File: config.mk
export PLATFORM = sky130hd
export DESIGN_NAME = dmux16_stream
export DESIGN_NICKNAME = d
export VERILOG_FILES = /design/src/rtl/dmux16_stream.sv
export SDC_FILE = /design/constraint.sdc
export NUM_CORES = 1
export LEC_CHECK = 0
export BUFFER_PORTS_ARGS = -buffer_cell sky130_fd_sc_hd__buf_2
export CAP_MARGIN = 20
export CORE_UTILIZATION = 25
export CTS_BUF_LIST = sky130_fd_sc_hd__clkbuf_16
export DETAILED_ROUTE_END_ITERATION = 8
export PLACE_DENSITY = 0.39
export RECOVER_POWER = 25
export SLEW_MARGIN = 20
export SYNTH_ARGS = -nofsm -noshare
export SYNTH_HDL_FRONTEND = slang
export SYNTH_SLANG_ARGS = --single-unit
export TNS_END_PERCENT = 1
File: constraint.sdc
create_clock -name clk -period 2.2 [get_ports clk]
set_input_delay 0.22 -clock clk [delete_from_list [all_inputs] [get_ports clk]]
set_output_delay 0.22 -clock clk [all_outputs]
set_load 0.05 [all_outputs]
File: src/rtl/dmux16_stream.sv
// dmux16_stream: routes a 16-bit word stream to one of two ports, each port
// buffered by its own DEPTH-entry FIFO so a stalled sink never blocks the other.

// Per-port circular FIFO; head entry is driven straight from storage.
module dmux16_fifo #(
   parameter int DEPTH = 2,
   parameter int LW    = $clog2(DEPTH+1)
) (
   input  logic          clk,
   input  logic          rst_n,
   input  logic          push_i,
   input  logic [15:0]   data_i,
   input  logic          pop_req_i,
   output logic          full_o,
   output logic          valid_o,
   output logic [15:0]   data_o,
   output logic [LW-1:0] level_o
);
   localparam int AW = $clog2(DEPTH);

   logic [DEPTH-1:0][15:0] mem_q;
   logic [AW-1:0]          wr_q, wr_d, rd_q, rd_d;
   logic [LW-1:0]          lvl_q, lvl_d;
   logic                   pop;

   assign valid_o = (lvl_q != '0);
   assign full_o  = (lvl_q == LW'(DEPTH));
   // Ready on an empty port is ignored so pointers and level never underflow.
   assign pop     = pop_req_i & valid_o;
   assign data_o  = mem_q[rd_q];
   assign level_o = lvl_q;

   // Next-state pointers and occupancy; DEPTH is a power of two so the
   // pointers wrap naturally.
   always_comb begin
      wr_d  = wr_q;
      rd_d  = rd_q;
      lvl_d = lvl_q;
      if (push_i) wr_d = wr_q + AW'(1);
      if (pop)    rd_d = rd_q + AW'(1);
      case ({push_i, pop})
         2'b10:   lvl_d = lvl_q + LW'(1);
         2'b01:   lvl_d = lvl_q - LW'(1);
         default: lvl_d = lvl_q;
      endcase
   end

   // State and storage; storage is cleared so the data outputs read 0 in reset.
   always_ff @(posedge clk or negedge rst_n) begin
      if (!rst_n) begin
         mem_q <= '0;
         wr_q  <= '0;
         rd_q  <= '0;
         lvl_q <= '0;
      end else begin
         wr_q  <= wr_d;
         rd_q  <= rd_d;
         lvl_q <= lvl_d;
         if (push_i) mem_q[wr_q] <= data_i;
      end
   end
endmodule

module dmux16_stream #(
   parameter int DEPTH = 2,
   parameter int LW    = $clog2(DEPTH+1)
) (
   input  logic          clk,
   input  logic          rst_n,
   input  logic          in_valid,
   output logic          in_ready,
   input  logic [15:0]   in_data,
   input  logic          in_sel,
   output logic          a_valid,
   input  logic          a_ready,
   output logic [15:0]   a_data,
   output logic [LW-1:0] a_level,
   output logic          b_valid,
   input  logic          b_ready,
   output logic [15:0]   b_data,
   output logic [LW-1:0] b_level
);
   localparam int NPORT = 2;

   logic [NPORT-1:0]          full_w, valid_w, push_w, pop_req_w;
   logic [NPORT-1:0][15:0]    data_w;
   logic [NPORT-1:0][LW-1:0]  lvl_w;

   // Acceptance looks only at the selected port's full flag, so there is no
   // path from either consumer ready to in_ready (no pass-through on full).
   assign in_ready  = ~full_w[in_sel];
   assign push_w    = {in_sel, ~in_sel} & {NPORT{in_valid & in_ready}};
   assign pop_req_w = {b_ready, a_ready};

   for (genvar p = 0; p < NPORT; p++) begin : g_port
      dmux16_fifo #(.DEPTH(DEPTH), .LW(LW)) u_fifo (
         .clk       (clk),
         .rst_n     (rst_n),
         .push_i    (push_w[p]),
         .data_i    (in_data),
         .pop_req_i (pop_req_w[p]),
         .full_o    (full_w[p]),
         .valid_o   (valid_w[p]),
         .data_o    (data_w[p]),
         .level_o   (lvl_w[p])
      );
   end

   assign a_valid = valid_w[0];
   assign a_data  = data_w[0];
   assign a_level = lvl_w[0];
   assign b_valid = valid_w[1];
   assign b_data  = data_w[1];
   assign b_level = lvl_w[1];
endmodule

==> run metrics <==
std cell rows=40; share of layout cells above drive strength 1=0.639; initial antenna violation count=0; Post-Syn Instances=between 200 and 250; Reg area=approximately 0.0018 mm2; sequential area share after synthesis=0.563; worst skew pair latency=between 0.3 and 0.4 ns; Post-Route Skew=0.00387 ns; area of the multi-input gates=0.00137 mm2; Routability Congestion=0.649; crit-path max FO=11; RSZ-0062 raised after global routing=false; die area=0.0133 mm2; largest family of logic cells by synthesized area=multiplexers; Die W=about 120 um; Synth Area in XOR/XNOR=0.0274; synth warn=0; CTS root buf=clkbuf_16; CP Launch Type=flop; drt first-iter violations=47; compound-gate portion of the synthesized area=0.00156; largest net degree at the start of global routing=43; area share of the largest cell type after synthesis=0.563; CTS Sinks=72; # Post-CTS Setup Buffers=0; Mapped Area=roughly 0.0032 mm2; Mean Syn Cell Area=15.3 um2; syn nets=233; DR pass1 iterations=2; antenna viol nets, final=0; WL/cell=15.7 um; first-pass GRT wire length=11.6 mm; Layout area overhead=28.3%; f_max=0.515 GHz; WP data required=1.98 ns; Max Slew Vio Count=0; CTS tree=done; Tmin final=about 1.9 ns; Worst setup EP type=output port; Core ar.=~0.012 mm2; Yosys cell types=22; Final Setup Violations=0; Reg clk slew, reported paths=0.06 ns; Die H=115 um; Port Buffers=60; Worst slew margin=0.253; Final Hold Fails=0; Worst Setup SP=g_port[0].u_fifo.rd_q; status=finished clean; post-synthesis simple-gate area fraction=0.0367; DPL Wire Length=5.01 mm; multiplexer area fraction after synthesis=0.349; grt total ovfl=0; commonest non-fill, non-tap cell in the layout=mux2_2; min-delay src=in_data[11]; Max Cap Viol=0; vias per cell=4.13; DRC=0; Slew @ Worst Pin=1.12 ns; vias in the first global route=2095; Final nets=roughly 310; most frequent cells in the layout=mux2_2 (84), dfrtp_1 (72), buf_2 (59); Num CTS Buffers=9; fill count=1259; largest buffer count on any clock path=2; vias=1881; cell taking the most area after synthesis=dfrtp_1; reg2reg start=g_port[0].u_fifo.level_o[1]; Total GRT Usage=0.121; initial core utilization=0.261; Hold/Removal Path Class=in2reg; htree depth=3; synth top area cells=dfrtp_1 (56%), mux2_2 (30%), mux2_4 (4.7%), xnor2_1 (1.6%), xor2_1 (1.1%); # resized after CTS=0; Synth Area in Adders=0.00782; antenna cells=0; arrival time worst endpoint=1.72 ns; Setup TNS=0 ns; Hold Buf Count CTS=1; Final period util=0.882; flops & latches, synth=a little over 70; Top-Level Pins=61; Setup CP Type=reg2out; total wire length after detailed routing=slightly above 7 mm
==> per-layer routing <==
layer	vias up	global-route usage	wire, um
met1	943	0.162	3500
met5	-	0	0
li1	883	-	-
met2	48	0.185	3260
met4	0	0.0416	80
met3	7	0.0390	332
==> registers in the layout, indices dropped and copies added (netlist names) <==
signal	count
g_port.u_fifo.mem_q	64
g_port.u_fifo.wr_q	2
g_port.u_fifo.rd_q	2
g_port.u_fifo.level_o	4
==> worst paths after layout <==
path	to	slack, ns	cells after the start
setup / recovery	a_data[13]	0.26	3
hold / removal	g_port[0].u_fifo.mem_q[27]	0.17	2
setup reg to reg	g_port[0].u_fifo.mem_q[30]	0.52	4
hold reg to reg	g_port[0].u_fifo.mem_q[30]	0.49	1
max in group asynchronous	g_port[0].u_fifo.mem_q[22]	0.79	3
min in group asynchronous	g_port[1].u_fifo.mem_q[25]	0.64	2
==> Yosys cell counts (all sizes together) <==
cell / instances
ha: 2
nand3: 1
mux2: 96
a21oi: 1
nor2b: 2
or2: 2
nand2: 1
clkbuf: 2
buf: 7
dfrtp: 72
nor3: 2
nand2b: 4
nand4: 1
xor2: 4
nor2: 3
and2: 2
xnor2: 6
or3b: 1
==> worst max-delay path: stages (launching register included) <==
cell,delay (ns)
dfrtp_1,0.50
buf_4,0.29
mux2_2,0.38
buf_2,0.22
==> cell type report <==
| class | count | share of cell area |
|---|---|---|
| Sequential cell | 72 | 0.439 |
| Multi-Input combinational cell | 128 | 0.333 |
| Timing Repair Buffer | 72 | 0.102 |
| Clock buffer | 9 | 0.0548 |
| Tap cell | 168 | 0.0512 |
| Clock inverter | 7 | 0.0210 |
==> through the flow <==
step | util | instance area, um2 | worst slack (ns) | hold slack, ns | std cells
floorplan | - | 3200 | 0.212 | -0.0756 | 209
global placement | 0.309 | 3790 | 0.510 | 0.263 | 439
detailed placement | 0.309 | 3790 | 0.515 | 0.260 | 439
CTS | 0.335 | 4110 | 0.237 | 0.155 | 456
global route | 0.335 | 4110 | 0.189 | 0.167 | 456
finish | 0.335 | 4110 | 0.259 | 0.171 | 456
==> cell families (layout without fill, tap and decap cells) <==
family / count (synthesis) / in the layout
muxes: 96 / 96
xor gates and xnor gates: 10 / 10
buffers and inverters: 9 / 88
AOI/OAI and AO/OA: 1 / 1
adders and majority gates: 2 / 2
DFF: 72 / 72
and+or+nand+nor: 19 / 19
Power is left out: the tool's default activity adds up to more than one toggle a clock period on the data nets, which glitch-free logic cannot reach.
